`src/rtl/ds18b20_temp_bcd.sv`:
```
// ds18b20_temp_bcd: converts raw DS18B20 samples to a sign, three integer BCD
// digits and a tenths digit. It also flags the high and low alarms, out-of-range
// readings and the sensor's 85 degC power-on value.
// Optional build macro TEMP_BCD_ROUND_EN selects round half-up for the tenths
// digit. Without it, the tenths digit is truncated.
module ds18b20_temp_bcd #(
  parameter logic signed [15:0] HI_LIMIT = 16'sh0500,
  parameter logic signed [15:0] LO_LIMIT = 16'shFC90
) (
  input  logic        Clk,
  input  logic        nRst,
  input  logic        UpDate,
  input  logic [15:0] Data,
  output logic [15:0] Raw,
  output logic        Sign,
  output logic [3:0]  BcdHund,
  output logic [3:0]  BcdTens,
  output logic [3:0]  BcdOnes,
  output logic [3:0]  BcdFrac,
  output logic        Valid,
  output logic        Busy,
  output logic        AlarmHi,
  output logic        AlarmLo,
  output logic        RangeErr,
  output logic        PorFlag
);

  typedef enum logic [1:0] {IDLE = 2'd0, CONV = 2'd1, DONE = 2'd2} state_t;

  state_t      state, nextState;
  logic        upDateD;
  logic        rise;
  logic        load;
  logic [15:0] work;
  logic [15:0] pendData;
  logic        pendValid;
  logic [15:0] mag;
  logic [7:0]  fracProd;
  logic [19:0] sh;
  logic [3:0]  cnt;
  logic [3:0]  fracR;
  logic        rangeR;
  logic        firstFlag;

  // One double-dabble step: add 3 to each BCD digit >= 5, then shift left.
  function automatic logic [19:0] dabble(input logic [19:0] s);
    logic [19:0] t;
    t = s;
    for (int unsigned i = 0; i < 3; i++) begin
      if (t[8+4*i +: 4] >= 4'd5) t[8+4*i +: 4] = t[8+4*i +: 4] + 4'd3;
    end
    return {t[18:0], 1'b0};
  endfunction

  assign rise = UpDate & ~upDateD;
  // A sample starts a conversion from IDLE, or from DONE when one is waiting.
  // A rise coincident with DONE is the newest data, so it wins over pending.
  assign load = ((state == IDLE) && rise) || ((state == DONE) && (rise || pendValid));
  assign mag  = work[15] ? (16'd0 - work) : work;
`ifdef TEMP_BCD_ROUND_EN
  assign fracProd = ({4'd0, mag[3:0]} * 8'd10) + 8'd8;
`else
  assign fracProd = {4'd0, mag[3:0]} * 8'd10;
`endif
  assign Busy = (state != IDLE);

  // State register
  always_ff @(posedge Clk or negedge nRst) begin
    if (!nRst) state <= IDLE;
    else       state <= nextState;
  end

  // Next-state logic
  always_comb begin
    nextState = state;
    case (state)
      IDLE:    if (rise) nextState = CONV;
      CONV:    if (cnt == 4'd8) nextState = DONE;
      DONE:    nextState = (rise || pendValid) ? CONV : IDLE;
      default: nextState = IDLE;
    endcase
  end

  // Edge detect, input capture and one-deep pending sample
  always_ff @(posedge Clk or negedge nRst) begin
    if (!nRst) begin
      upDateD   <= 1'b0;
      work      <= '0;
      pendData  <= '0;
      pendValid <= 1'b0;
    end else begin
      upDateD <= UpDate;
      if (load) begin
        work      <= rise ? Data : pendData;
        pendValid <= 1'b0;
      end else if (rise) begin
        pendData  <= Data;
        pendValid <= 1'b1;
      end
    end
  end

  // Conversion: the first CONV cycle loads magnitude and tenths; the next 8 run the dabble
  always_ff @(posedge Clk or negedge nRst) begin
    if (!nRst) begin
      cnt    <= '0;
      sh     <= '0;
      fracR  <= '0;
      rangeR <= 1'b0;
    end else if (state == CONV) begin
      if (cnt == 4'd0) begin
        sh     <= {12'd0, mag[11:4]};
        fracR  <= fracProd[7:4];
        rangeR <= |mag[15:12];
      end else begin
        sh <= dabble(sh);
      end
      cnt <= cnt + 4'd1;
    end else begin
      cnt <= '0;
    end
  end

  // Output registers, updated together with the one-cycle Valid pulse
  always_ff @(posedge Clk or negedge nRst) begin
    if (!nRst) begin
      Raw       <= '0;
      Sign      <= 1'b0;
      BcdHund   <= '0;
      BcdTens   <= '0;
      BcdOnes   <= '0;
      BcdFrac   <= '0;
      Valid     <= 1'b0;
      AlarmHi   <= 1'b0;
      AlarmLo   <= 1'b0;
      RangeErr  <= 1'b0;
      PorFlag   <= 1'b0;
      firstFlag <= 1'b1;
    end else begin
      Valid <= (state == DONE);
      if (state == DONE) begin
        Raw       <= work;
        Sign      <= work[15];
        BcdHund   <= rangeR ? 4'd9 : sh[19:16];
        BcdTens   <= rangeR ? 4'd9 : sh[15:12];
        BcdOnes   <= rangeR ? 4'd9 : sh[11:8];
        BcdFrac   <= rangeR ? 4'd9 : fracR;
        AlarmHi   <= $signed(work) >= HI_LIMIT;
        AlarmLo   <= $signed(work) <= LO_LIMIT;
        RangeErr  <= rangeR;
        PorFlag   <= firstFlag && (work == 16'h0550);
        firstFlag <= 1'b0;
      end
    end
  end

endmodule

```
`config.mk`:
```
export PLATFORM = sky130hd
export DESIGN_NAME = ds18b20_temp_bcd
export DESIGN_NICKNAME = d
export VERILOG_FILES = /design/src/rtl/ds18b20_temp_bcd.sv
export SDC_FILE = /design/constraint.sdc
export NUM_CORES = 1
export LEC_CHECK = 0
export CAP_MARGIN = 5
export CORE_ASPECT_RATIO = 1.75
export CORE_MARGIN = 5
export CORE_UTILIZATION = 55
export CTS_CLUSTER_DIAMETER = 30
export DETAILED_ROUTE_END_ITERATION = 6
export HOLD_SLACK_MARGIN = 0.08
export PLACE_DENSITY = 0.79
export SLEW_MARGIN = 30
export SYNTH_ARGS = -nofsm -noshare
export SYNTH_HDL_FRONTEND = slang
export SYNTH_SLANG_ARGS = --single-unit
export TNS_END_PERCENT = 100
```
`constraint.sdc`:
```
create_clock -name Clk -period 2.9 [get_ports Clk]
set_input_delay 0.29 -clock Clk [delete_from_list [all_inputs] [get_ports Clk]]
set_output_delay 0.29 -clock Clk [all_outputs]
set_load 0.01 [all_outputs]
```
Word-level counts from Yosys, hierarchy flattened. Index checks and enable logic that the tools add are counted.

Register bits: 104. Input port bits: 19. Output and inout bits: 39. Word-level logic and storage cells: 69.

Add/sub/neg operators: 5. Multipliers: 1. $lt $le $gt $ge: 5. Eq/ne operators: 6. Muxes and demuxes: 17. Bitwise logic cells: 2. Reductions and logical operators: 12.

Operators by type and width (number): 16-bit 2-to-1 mux (2); 4-bit 2-to-1 mux (7); 20-bit 2-to-1 mux (1); 16-bit by 11-bit equality test with 1-bit output, second input constant (1); 16-bit by 12-bit greater-or-equal comparator with 1-bit output, second input constant (1); 16-bit by 11-bit <= comparator with 1-bit output, second input constant (1); 1-bit by 16-bit subtractor with 16-bit output, first input constant (1); 4-bit by 3-bit greater-or-equal comparator with 1-bit output, second input constant (3); 4-bit by 2-bit adder with 4-bit output, second input constant (2); 4-bit by 3-bit multiplier with 7-bit output, second input constant (1); 2-bit case mux with 3 select lines (1); 4-bit by 1-bit adder with 4-bit output, second input constant (1); 4-bit equality test, second input constant (1); 4-bit zero test (1); 2-bit 2-to-1 mux (2); 2-bit != test, second input constant (2); 2-bit AND reduction (2); 2-bit nonzero test (2); 4-bit OR reduction (1); 3-bit by 2-bit adder with 3-bit output, second input constant (1); 1-bit logical AND (3); 1-bit 2-to-1 mux (3); 3-bit 2-to-1 mux (1); 2-bit by 1-bit equality test with 1-bit output, second input constant (1); 5 further kinds (6).

Logic depth before layout (Yosys ltp).
Depth after elaboration: 6. Mapped depth: 9. Gate-level depth less buffers: 9.

Worst setup path after synthesis. Ideal clock, no wire load.

Path kind: register to register. Start point: register work[0]. End point: register fracR[1]. Setup time: 125 ps. Arrival: 2034 ps. Data required time: 2775 ps. Path slack: 741 ps. Cell stages (with the launch flop): 7. Path buffers: 0. Period minus slack after synthesis: 2159 ps. Cells stage by stage: dfrtp_1 -> o31ai_1 -> xnor2_1 -> ha_1 -> ha_1 -> fa_1 -> mux2_2.

Word-level cells in the longest chain between the ends: 3.

RTL lines: start, declared (RTL line 34) `logic [15:0] work;`; start signal, assigned (RTL line 94) `work <= rise ? Data : pendData;`; 1-bit by 16-bit subtractor with 16-bit output (RTL line 59) `assign mag = work[15] ? (16'd0 - work) : work;`; 16-bit 2-to-1 mux * (RTL line 59); 4-bit by 3-bit multiplier with 7-bit output * (RTL line 63) `assign fracProd = {4'd0, mag[3:0]} * 8'd10;`; net fracProd[5] (RTL line 38) `logic [7:0] fracProd;`; end signal, assigned (RTL line 113) `fracR <= fracProd[7:4];`; end, declared (RTL line 41) `logic [3:0] fracR;`.

The timed path passes the listed nets; every way through them passes the cells marked *. A chain may end at the register's enable or synchronous reset.

Worst setup path after layout.
Start point: register work[1]. End point: register fracR[1].

Same word-level chain as after synthesis.

==> results.md <==
* Max-cap violations at 0
* Antenna Nets Post-Route at 0
* EDFF count, synth at 0
* Mapped Avg Cell Area at 10.20 sq um
* Max Slew Vio Count at 0
* Peak Freq at 425.0 MHz
* Synth Register Bits at about 100
* Final setup violation count at 0
* Post-synthesis sequential area ratio at 52.87%
* Psw at 2273 uW
* Synth top area share at between 50% and 60%
* Max-slew headroom at about half
* WL per Instance at 15.72 um
* Setup TNS Final at 0 ps
* Reg power frac at roughly 41%
* Slowest CP cell: dfrtp_1
* Crit Path Class: reg -> reg
* DP Wirelength at ~7.4 mm
* Nets at 559
* Arr. time, crit path at 2580 ps
* Synth cell types at 53
* GRT Util Overall at 20.57%
* Combinational fraction of design power at 39.1%
* Slowest stage delay, CP at just over 400 ps
* Worst-Margin Slew at 775.0 ps
* VDD IR-drop max at a little under 0.7 mV
* Post-CTS Setup Inserts at 0
* Leak Pwr at roughly 0.0026 uW
* Final Skew at ~5.9 ps
* Post-synthesis instance area at a little under 5000 sq um
* Full die area at roughly 11000 sq um
* Row count at 45
* Remaining global-route overflow at 0
* Number of global-route vias before repair at 3647
* Fin crit period at 2353 ps
* Root Buffer Master: clkbuf_16
* # diodes at 0
* Power Total at approximately 6300 uW
* Clock sink total at between 100 and 150
* Hold Fails Final Rpt at 0
* Outcome: complete, no violations
* DRC at 0
* Resized cells post-CTS at 0
* Worst-path clk slew at about 60 ps
* Commonest non-fill, non-tap cell in the layout: dfrtp_1
* Starting Density at a little under three fifths
* Final Wtd Congestion at slightly below 0.9
* Synth Flop Type: dfrtp_1
* Commonest cells after routing, fill and taps aside: 102 x dfrtp_1, 89 x nand2_1, 56 x clkdlybuf4s50_1
* Most frequent CP cell: ha_1
* HP Class: in -> reg
* Switch share at between 30% and 40%
* Tcrit/Tclk final at 81.13%
* Num CTS Buffers at 9
* CTS tree: built
* Cell Chain, Critical Path: inv_1, ha_1, nand2b_1, xnor2_1, and2_1, ha_1, fa_1, mux2_2
* Synth warn at 0
* Die Span Y at 134.6 um
* Clock Power Share at 20.4%
* Int Power at a little over 4000 uW
* Crit end category: register
* Largest net degree at the start of global routing at 90
* Core ar. at between 8000 and 9000 sq um
* Share of cells above drive strength 1 at a little over a tenth
* Layout area overhead at 19.88%
* Initial antenna violation count at 0
* PD cells at ~1100 nW/um^2
* Clock Latency Late Sink at roughly 340 ps
* I/O pin count at just under 60
* Deepest clock path buffer count at 2
* PortBufs at 57
* Kind of start point of the critical path: register
* RSZ-0062 raised after global routing: no
* Syn_nets at 510
* DR iter-0 viols at around 280
* First-pass GRT wire length at approximately 17 mm
* Post-synth ARST share at 100.0%
* Setup crit start: work[1]$_DFFE_PN0P_
* CP required at 3130 ps
* H-tree depth at 3
* Yosys top cell by area: dfrtp_1
* Worst-path maximum fanout at 4
* Hold Path Origin: UpDate
* Routed WL at between 10 and 15 mm
* Die width at just over 80 um
* Synthesized instance count at around 480
* DRT Pass-1 Iters at 4
* Top post-synthesis cells by area: dfrtp_1 52%, nand2_1 6.8%, mux2_2 4.2%
* Via count at 3578
* DR vias/cell at approximately 5.5
* Launch point of the worst reg-to-reg path: work[1]$_DFFE_PN0P_
## worst max-delay path: cells and delay by family (launching register included)
kind | cells | cell delay [ps]
multiplexers | 1 | 260
adder cells (fa/ha/maj) | 3 | 820
XOR/XNOR | 1 | 300
buffers and inverters | 1 | 90
flip-flops | 1 | 410
AND/OR/NAND/NOR | 2 | 350
## metrics by stage
stage          std cells  setup WS [ps]  hold slack [ps]  instance area (sq um)  utilization (%)
3_3_place_gp         632          706.0            450.1                   5508            63.52
2_1_floorplan        478          741.3           -5.591                   4877                -
6_report             649          547.1            407.6                   5847            67.43
5_1_grt              649          373.7            402.0                   5847            67.43
4_1_cts              649          559.1            402.0                   5847            67.43
3_5_place_dp         632          565.8            410.6                   5512            63.56
## cell families after synthesis
family | after synthesis | synth area share, %
xor+xnor | 18 | 3.232
fa+ha+maj | 13 | 3.489
mux | 35 | 7.645
simple gates | 168 | 16.47
buf+inv | 43 | 4.438
compound gates | 98 | 11.85
flops | 103 | 52.87
## power by group through the flow
stage	registers, uW	logic [uW]	clock network, uW
CTS	2550	2490	1310
finish	2560	2480	1290
global placement	2540	2370	0
floorplan	2460	1670	0
global route	2660	2760	1380
detailed placement	2580	2470	0
## synth_stat cells, types with 3 or more instances
cell / n
dfrtp_1: 102
nand2_1: 89
o21ai_0: 40
a21oi_1: 29
nor2_1: 29
mux2_2: 18
clkbuf_1: 17
mux2i_1: 17
ha_1: 12
inv_1: 12
nand2b_1: 12
xnor2_1: 11
o31ai_1: 8
xor2_1: 7
a22o_1: 4
and2_1: 4
and3_1: 4
buf_2: 4
buf_6: 4
nand3_1: 4
o22ai_1: 4
or4_1: 4
a32o_1: 3
and2b_1: 3
buf_4: 3
nor4_1: 3
## worst paths after layout
| check | end | cells after the start | slack [ps] |
|---|---|---|---|
| worst max-delay path | fracR[1]$_DFFE_PN0P_ | 8 | 550 |
| worst min-delay path | upDateD$_DFF_PN0_ | 1 | 410 |
| worst max register to register | fracR[1]$_DFFE_PN0P_ | 8 | 550 |
| worst min register to register | BcdHund[0]$_DFFE_PN0P_ | 2 | 460 |
| max in group asynchronous | BcdFrac[2]$_DFFE_PN0P_ | 3 | 1700 |
| min in group asynchronous | sh[6]$_DFFE_PN0P_ | 2 | 580 |
## what timing repair did
item                                    4_1_cts  5_1_grt
hold buffers                                  1        0
hold endpoints to repair                     86        0
endpoints found under the setup margin        0        0
## layer usage
metal  GRT usage [%]  vias up  wire (um)
li1                -     1723          -
met1           24.07     1732       3906
met2           36.05      100       5514
met3           3.271       23        458
met4           9.586        0        324
met5               0        -          0
## flip-flops by register name, summed over array words and instances, names as in the netlist, 2 cells and up
name      flops
pendData     16
sh           20
Raw          16
BcdFrac       4
BcdOnes       4
cnt           4
state         2
BcdHund       4
BcdTens       4
fracR         4
work         16
## final cells by class
class                      instances  area (sq um)
timing repair buffer              69         664.4
clock buffer                      13         260.3
multi-input combinational        332          2087
clock inverter                     3         65.06
tap                              117         146.4
inverter                          12         45.04
fill                             699          2824
sequential                       103          2579
Note: power is estimated with default switching activity, not from simulation.
